## src/rtl/shift_reg_univ.sv

```systemverilog
// Universal shift register: shifts, rotates, parallel load, and an LSB-first
// serializer that drives so_r for WIDTH cycles once started.
module shift_reg_univ #(
    parameter int unsigned WIDTH = 8
) (
    input  logic                           clk,
    input  logic                           rst_n,
    input  logic                           en,
    input  logic [2:0]                     op,
    input  logic                           si_r,
    input  logic                           si_l,
    input  logic [WIDTH-1:0]               d,
    output logic [WIDTH-1:0]               q,
    output logic                           so_r,
    output logic                           so_l,
    output logic                           busy,
    output logic                           done,
    output logic [$clog2(WIDTH+1)-1:0]     cnt
);

    localparam int unsigned CntW = $clog2(WIDTH + 1);
    typedef logic [CntW-1:0] cnt_t;

    typedef enum logic {StIdle, StSer} state_e;

    state_e            state_q, state_d;
    logic [WIDTH-1:0]  shreg_q, shreg_d;
    cnt_t              cnt_q, cnt_d;
    logic              done_q, done_d;

    always_comb begin
        state_d = state_q;
        shreg_d = shreg_q;
        cnt_d   = cnt_q;
        // done is a one-cycle pulse and clears even while en is low
        done_d  = 1'b0;
        if (en) begin
            unique case (state_q)
                StIdle: begin
                    unique case (op)
                        3'b000: shreg_d = shreg_q;
                        3'b001: shreg_d = {si_r, shreg_q[WIDTH-1:1]};
                        3'b010: shreg_d = {shreg_q[WIDTH-2:0], si_l};
                        3'b011: shreg_d = {shreg_q[0], shreg_q[WIDTH-1:1]};
                        3'b100: shreg_d = {shreg_q[WIDTH-2:0], shreg_q[WIDTH-1]};
                        3'b101: shreg_d = {shreg_q[WIDTH-1], shreg_q[WIDTH-1:1]};
                        3'b110: shreg_d = d;
                        3'b111: begin
                            shreg_d = d;
                            cnt_d   = cnt_t'(WIDTH);
                            state_d = StSer;
                        end
                    endcase
                end
                StSer: begin
                    // op is ignored here; a start request while busy is dropped
                    shreg_d = {si_r, shreg_q[WIDTH-1:1]};
                    cnt_d   = cnt_q - cnt_t'(1);
                    if (cnt_q == cnt_t'(1)) begin
                        state_d = StIdle;
                        done_d  = 1'b1;
                    end
                end
            endcase
        end
    end

    always_ff @(posedge clk or negedge rst_n) begin
        if (!rst_n) begin
            state_q <= StIdle;
            shreg_q <= '0;
            cnt_q   <= '0;
            done_q  <= 1'b0;
        end else begin
            state_q <= state_d;
            shreg_q <= shreg_d;
            cnt_q   <= cnt_d;
            done_q  <= done_d;
        end
    end

    assign q    = shreg_q;
    assign so_r = shreg_q[0];
    assign so_l = shreg_q[WIDTH-1];
    assign busy = (state_q == StSer);
    assign done = done_q;
    assign cnt  = cnt_q;

endmodule

```

## config.mk

```make
export PLATFORM = sky130hd
export DESIGN_NAME = shift_reg_univ
export DESIGN_NICKNAME = d
export VERILOG_FILES = /design/src/rtl/shift_reg_univ.sv
export SDC_FILE = /design/constraint.sdc
export NUM_CORES = 1
export LEC_CHECK = 0
export CORE_MARGIN = 2
export CORE_UTILIZATION = 40
export CTS_CLUSTER_SIZE = 30
export DETAILED_ROUTE_END_ITERATION = 10
export GPL_TIMING_DRIVEN = 0
export PLACE_DENSITY = 0.74
export SLEW_MARGIN = 15
export SYNTH_ARGS = -nofsm -noshare
export SYNTH_HDL_FRONTEND = slang
export SYNTH_SLANG_ARGS = --single-unit
```

## constraint.sdc

```tcl
create_clock -name clk -period 1.6 [get_ports clk]
set_input_delay 0.32 -clock clk [delete_from_list [all_inputs] [get_ports clk]]
set_output_delay 0.32 -clock clk [all_outputs]
set_load 0.05 [all_outputs]
```

==> qor.yml <==
setup_tns_ns: 0
clk-insertion-delay-late_ns: 0.28
row_count: 16
antenna_cells: 0
synth_top_area_cell: "dfrtp_1"
hold_class: "input pin to register"
numCtsBuffers: 3
final.setup.worst_slack_ns: 0.05943
die_w_microns: 50.19
p_total_mw: 2.360
wire_per_inst_microns: 13.65
maxSlewHeadroom_pct: 57.11
overflow: 0
placed_area_sq_um: 1157
fin_crit_ns: 1.541
via_per_inst: 5.514
cts_buffer_depth: 2
ys_types: 32
p_leak_nw: 0.5120
ctsHoldBuffers: 0
cts_root_buf: "clkbuf_4"
max_cap_viol_count: 0
rsz0062_at_grt: "no"
cts.sinks: 14
grt_pass1_wl_mm: 3.519
required_ns: 1.28
ys_seq_area_share_pct: 41.06
critPathMaxFanout: 3
worst_ir_drop_vdd_uv: 1176
grt_pass1_vias: 782
slowest_delay_ns: 0.55
hold_viol_final: 0
die-area_sq_um: 2519
port_buffers: 27
fin_util_pct: 58.33
synthArstFlopShare_pct: 100.0
slowest_stage: "dlygate4sd2_1"
place_ws_ns: -0.04838
hpwl_mm: 1.479
power_density_nw_per_um2: 2041
synth_ff_type: "dfrtp_1"
area_growth_pct: 35.48
grt_max_degree: 15
fillCellCount: 180
htreeDepth: 1
worst_setup_path_start_kind: "register"
chipHeight_microns: 50.19
final_area_sq_um: 1156
worst_slew_pin_slew_ns: 0.6413
grt_usage_pct: 18.20
postRouteWirelength_mm: 1.993
synth_nets: 106
start_util_pct: 43.06
yosys_warnings: 0
critPathTopFamily: "buffers and inverters"
period_share_pct: 96.29
max_freq_ghz: 0.6491
path_cells: "dlygate4sd2_1"
worst_ep_arrival_time_ns: 1.22
grt_antenna_before_repair: 0
syn_inst: 88
core_sq_um: 1982
fin_nets: 138
netlist_area_sq_um: 853.3
outcome: "complete, no violations"
drive_gt1_share_pct: 21.85
via_count: 805
cp-end-kind: "primary output"
pin_count: 32
yosysTopAreaCellShare_pct: 41.06
drv_slew: 0
drtIter0Drc: 28
cts_tree: "built"
clock_skew_ns: 0.001707
ys_ff_latch: 14
avgSynthCellArea_sq_um: 9.697
worst-path-buf-inv: 1
drcViolationCount: 0
synth_edf_count: 0
critical_path_class: "register to primary output"
drtAntennaViolNets: 0
synth_area_leaders: "dfrtp_1, a222oi_1, a21oi_1, o21ai_1, nand2_1"
gp_congestion: 0.7929
post-cts-setup-buffers: 0
clk_pin_slew_ns: 0.09
setup_viol: 0
firstDrtPassIters: 4
==> placed cells by master, fill, tap and decap left out, drive strengths merged <==
cell type / count
clkdlybuf4s50: 11
o21ai: 11
a222oi: 6
nor3: 2
clkdlybuf4s15: 4
ha: 2
buf: 10
o21a: 1
o22ai: 2
nand2: 8
nor3b: 1
o31ai: 2
a21boi: 1
xor2: 1
nand3b: 2
clkbuf: 10
dfrtp: 14
nor2b: 2
inv: 3
and3b: 1
nor4b: 1
dlygate4sd2: 5
or2: 1
xnor2: 1
o2bb2ai: 1
nor2: 3
and3: 2
a31oi: 1
a21oi: 8
nand3: 2
==> metrics by stage <==
stage | cells | hold slack, ns
after floorplan | 88 | 0.02441
after global placement | 142 | 0.5213
after detailed placement | 142 | 0.5215
after CTS | 146 | 0.3999
after global routing | 146 | 0.3985
final | 146 | 0.3984
==> worst reg2reg max path: stages (launching register included) <==
cell and delay (ns):
dfrtp_1 0.44, and3b_1 0.22, buf_2 0.19, a21oi_4 0.07, a222oi_1 0.33, o21ai_1 0.10
==> final timing paths <==
check | startpoint | end | slack (ns) | cells after the start
max in group asynchronous | rst_n | q[7] | 0.76 | 1
min in group asynchronous | rst_n | q[3] | 0.43 | 1
setup reg to reg | busy | q[5] | 0.13 | 5
hold reg to reg | cnt[2] | done | 0.54 | 1
hold / removal | en | done | 0.40 | 3
setup / recovery | cnt[1] | cnt[1] | 0.06 | 1
==> metal layers <==
metal	wire, microns	global-route usage [%]	vias up
li1	-	-	391
met1	804	22.20	374
met2	1009	30.26	33
met5	0	0	-
met3	139	4.762	7
met4	39	7.407	0
==> cell families after synthesis <==
logic type               count (synthesis)  share of synthesized area [%]
AND/OR/NAND/NOR                         25                          17.15
XOR/XNOR                                 2                          2.053
AO/OA/AOI/OAI                           33                          27.86
flip-flops                              14                          41.06
adder cells (fa/ha/maj)                  2                          2.932
buffers and inverters                   12                          8.944
==> synthesized netlist by cell type, drive strengths merged, types with 2 or more instances <==
library cell / number
dfrtp: 14
o21ai: 11
buf: 9
a21oi: 8
nand2: 8
a222oi: 6
inv: 3
nor2: 3
and3: 2
ha: 2
nand3: 2
nand3b: 2
nor2b: 2
nor3: 2
o22ai: 2
o31ai: 2
==> where the power goes <==
group / total (mW) / switching [mW] / internal (mW)
sequential: 0.695 / 0.186 / 0.509
combinational: 1.41 / 0.976 / 0.431
clock: 0.258 / 0.119 / 0.138
total: 2.36 / 1.28 / 1.08
==> timing repair <==
| action | 4_1_cts | 5_1_grt |
|---|---|---|
| endpoints found under the hold margin | 0 | 0 |
| setup endpoints to repair | 16 | 9 |
| gates resized for setup | 21 | 13 |
==> final cells by class <==
type	count	area, sq um	share of cell area (%)
Inverter	3	11.26	0.9740
Tap cell	27	33.78	2.922
Sequential cell	14	350.3	30.30
Clock buffer	4	36.28	3.139
Multi-Input combinational cell	62	426.7	36.90
Timing Repair Buffer	27	232.7	20.13
Buffer	9	65.06	5.628
==> registers in the layout, summed over array words and instances, names as in the netlist <==
register  cells
busy          1
cnt           4
done          1
q             8
(Power assumes the default switching activity.)
==> RTL edit 1: new RTL, same settings <==
`WIDTH`: 8 -> 16.
--- a/src/rtl/shift_reg_univ.sv
+++ b/src/rtl/shift_reg_univ.sv
@@ -2,5 +2,5 @@
 // serializer that drives so_r for WIDTH cycles once started.
 module shift_reg_univ #(
-    parameter int unsigned WIDTH = 8
+    parameter int unsigned WIDTH = 16
 ) (
     input  logic                           clk,
Ports: changed (resized cnt, d and q); port bits go from 32 to 49. The function was not compared with the original's and may differ.
==> RTL edit 1 against the original RTL <==
The run now ends with hold timing left; global-route usage up 1.5 points; largest cell class unchanged; sequential cell count up 9; wire length up 70%; cell area up 57%; utilization up 0.30 points; count of clock-buffer cells in the layout down 1; clock skew up 1.9 ps; power up 56%; synthesized cell count up 53%; die area up 50%; largest power group unchanged; worst setup slack worse by 16 ps; synthesized area up 55%; register-to-register slack worse by 20 ps.
==> RTL edit 1: results (changes against the original RTL) <==
[logic_synthesis]
ys_seq_area_share_pct = 43.4  ; +2.4 points
syn_inst = 135  ; +53%
synth_nets = 161  ; +52%
yosys-top-cells-count = 23 x dfrtp_1, 22 x nand2_1, 14 x a222oi_1, 11 x o21ai_1, 8 x o21ai_0
synthTopCellsByArea = dfrtp_1 43%, a222oi_1 11%, nand2_1 6.2%

[drt]
drt_first_pass_iters = 6  ; +2
met3_length_um = 247  ; +78%
drtIter0Drc = 134  ; +380%
viasPerCell = 5.53  ; +0.38%
wl_um = 3390  ; +70%
wl_met2_um = 1680  ; +67%

[global_route]
grt_max_degree = 24  ; +9
grt_use_total_pct = 19.7  ; +1.5 points
use_met2_pct = 35.3  ; +5.1 points
use_met1_pct = 24.8  ; +2.6 points

[power_and_ir_drop]
combPwrFrac_pct = 61.5  ; +1.9 points
ir_drop_mv = 0.948  ; -19%
pwr-share-clk_pct = 7.3  ; -3.6 points
p_leak_nw = 0.821  ; +60%
powerDensity_mw_per_mm2 = 2020  ; -0.84%

[cells_and_area]
finalNetCount = 215  ; +56%
area_growth_pct = 37.3
instances_no_fill = 232  ; +59%
regArea_um2 = 577  ; +65%
buffer_area_share_pct = 28.2  ; +2.4 points
clockNetworkAreaShare_pct = 1.51  ; -1.6 points
multi_input_comb_cells = 94  ; +52%
nonClockBufferCount = 63  ; +75%

[outcome]
status = complete, but fails checks
violations = hold timing

[worst_setup_path]
max_stage_delay_ps = 520  ; -30 ps
startpoint = q[10]$_DFFE_PN0P_
reg2reg_to = q[1]$_DFFE_PN0P_
cpMaxStageDelayCell = clkdlybuf4s15_1

[cts]
clk_latency_ps = 300  ; +20 ps
postCtsResizedCells = 39  ; +86%
clk_pin_slew_ps = 130  ; +40 ps

[sta]
worst_pin_slew_ps = 518  ; -124 ps
hold_viol_final = 23  ; +23
final.setup_skew_ps = 3.61  ; +1.90 ps
worst_hold_slack_ps = -32.3  ; -431 ps

[placed_design]
place_congestion = 0.757  ; -4.5%
dpl_cell_area_mm2 = 0.00185  ; +60%
pre_cts_slack_ps = -327  ; -279 ps
hpwl_um = 2570  ; +74%

[hold_path]
hold_path_class = primary input to asynchronous set/reset pin

[RTL edit 1: changes by cell type after synthesis, sizes merged, moves of 2 or more]
| cell | before | now |
|---|---|---|
| nand3b | 2 | 0 |
| a222oi | 6 | 14 |
| xor2 | 1 | 3 |
| o21ai | 11 | 19 |
| a21oi | 8 | 5 |
| buf | 9 | 14 |
| nor2 | 3 | 6 |
| and3 | 2 | 0 |
| o22ai | 2 | 0 |
| nand3 | 2 | 5 |
| nand2 | 8 | 22 |
| nand4 | 0 | 2 |
| dfrtp | 14 | 23 |
[RTL edit 1: cell families after synthesis]
logic type,synth area share (%)
AO/OA/AOI/OAI,24.8
XOR/XNOR,4.06
adder cells (fa/ha/maj),1.89
buffers and inverters,9.06
flip-flops,43.4
AND/OR/NAND/NOR,16.7
==> RTL edit 2: new RTL, same flow settings <==
Made on the original files. Register the outputs `so_r`, `so_l` and `busy`, cleared by the reset; this adds one clock of latency there. The other outputs are not delayed to match. Comments in the files are not updated.
--- a/src/rtl/shift_reg_univ.sv
+++ b/src/rtl/shift_reg_univ.sv
@@ -81,7 +81,15 @@
 
     assign q    = shreg_q;
-    assign so_r = shreg_q[0];
-    assign so_l = shreg_q[WIDTH-1];
-    assign busy = (state_q == StSer);
+    always_ff @(posedge clk or negedge rst_n) begin
+        if (!rst_n) begin
+            so_r <= '0;
+            so_l <= '0;
+            busy <= '0;
+        end else begin
+            so_r <= shreg_q[0];
+            so_l <= shreg_q[WIDTH-1];
+            busy <= (state_q == StSer);
+        end
+    end
     assign done = done_q;
     assign cnt  = cnt_q;
Check against the original RTL: not equivalent (Yosys sat finds a counterexample within 4 cycles, from zero or initial values and one cycle with rst_n low).
==> RTL edit 2 against the original RTL <==
Via count increased by 12%; sequential cell count increased by 3; power increased by 5.2%; sequential power rose by 16%; wire length increased by 14%; cell area grew 14%; worst setup slack worse by 0.77 ps; synthesized area is 14% higher; critical endpoint is now q[6]; largest power group unchanged.
==> RTL edit 2: results (changes against the original RTL) <==
[worst_setup_path]
max_stage_delay_ps = 530  ; -20 ps
startpoint = q[6]$_DFFE_PN0P_
critPathCapture = q[6]
r2r_slack_ps = 190  ; +60 ps
critPathMaxFanout = 4  ; +1

[global_route]
grt_max_degree = 18  ; +3
grt_use_total_pct = 16.9  ; -1.3 points
grt_first_pass_wirelength_um = 3570  ; +1.4%
grt_pass1_vias = 823  ; +5.2%

[sta]
relSlewSlack_pct = 48.2  ; -8.9 points
timing.fmax_mhz = 649  ; about the same
final.setup_skew_ps = 3.45  ; +1.74 ps

[drt]
wl_um = 2280  ; +14%
wl_met2_um = 1130  ; +12%
drtIter0Drc = 14  ; -50%
drt_first_pass_iters = 6  ; +2
met3_length_um = 113  ; -19%
wl_met1_um = 1010  ; +26%

[logic_synthesis]
synth_xor_area_share_pct = 1.67  ; -0.39 points
ys_types = 34  ; +6.3%
synth-compound-area-share_pct = 30.5  ; +2.7 points
synthAdderAreaFrac_pct = 2.56  ; -0.37 points
synth_top_cell_area_share_pct = 43.6  ; +2.5 points
yosys-top-cells-count = 17 x dfrtp_1, 14 x nand2_1, 9 x o21ai_1, 6 x a2bb2oi_1, 6 x a32oi_1

[outcome]
status = completed

[cells_and_area]
finalNetCount = 154  ; +12%
drive_gt1_share_pct = 15.6  ; -6.3 points

[placed_design]
io_buffers = 30  ; +11%
hpwl_um = 1640  ; +11%
dpl_cell_area_mm2 = 0.00131  ; +13%

[power_and_ir_drop]
p_leak_nw = 0.601  ; +17%
p_sw_share_pct = 53.0  ; -1.3 points

[RTL edit 2: cell families (layout without fill, tap and decap cells)]
kind of cell,after synthesis,after routing
xor gates and xnor gates,1,1
and+or+nand+nor,29,29
buffers and inverters,11,46
adders and majority gates,2,2
AOI/OAI and AO/OA,39,39
muxes,1,1
DFF,17,17
[RTL edit 2: worst min path at each step]
stage	to	slack, ps	depth (start not counted)
floorplan	busy$_DFF_PN0_	20	0
global placement	busy$_DFF_PN0_	440	0
detailed placement	busy$_DFF_PN0_	460	0
CTS	state_q$_DFFE_PN0P_	430	3
global route	state_q$_DFFE_PN0P_	450	3
finish	state_q$_DFFE_PN0P_	440	3
[RTL edit 2: timing repair]
action / 4_1_cts / 5_1_grt
endpoints found under the setup margin: 16 / 18
pin swaps: 0 / 2
resized for setup: 20 / 16
setup buffers: 0 / 1
[RTL edit 2: routing by layer]
| layer | vias up | GRT usage [%] |
|---|---|---|
| li1 | 438 | - |
| met1 | 428 | 21.8 |
| met2 | 30 | 27.6 |
| met3 | 2 | 1.69 |
| met4 | 0 | 8.97 |
| met5 | - | 0 |
[RTL edit 2: power by group through the flow]
stage	clock network [W]	logic, W	registers [W]
final	0.000222	0.00145	0.000805
after detailed placement	0	0.00159	0.000816
after CTS	0.000236	0.00148	0.000803
after floorplan	0	0.000484	0.00139
after global routing	0.000262	0.00156	0.000841
after global placement	0	0.00157	0.000810
[RTL edit 2: cell type report]
| class | count | area, µm² |
|---|---|---|
| fillers | 217 | 936 |
| repair buffers | 31 | 277 |
| plain buffers | 7 | 52.6 |
| flip-flops and latches | 17 | 425 |
| inverters | 4 | 15.0 |
| well taps | 28 | 35.0 |
| multi-input cells | 72 | 487 |
| clock inverters | 1 | 5.00 |
| clock buffers | 3 | 22.5 |
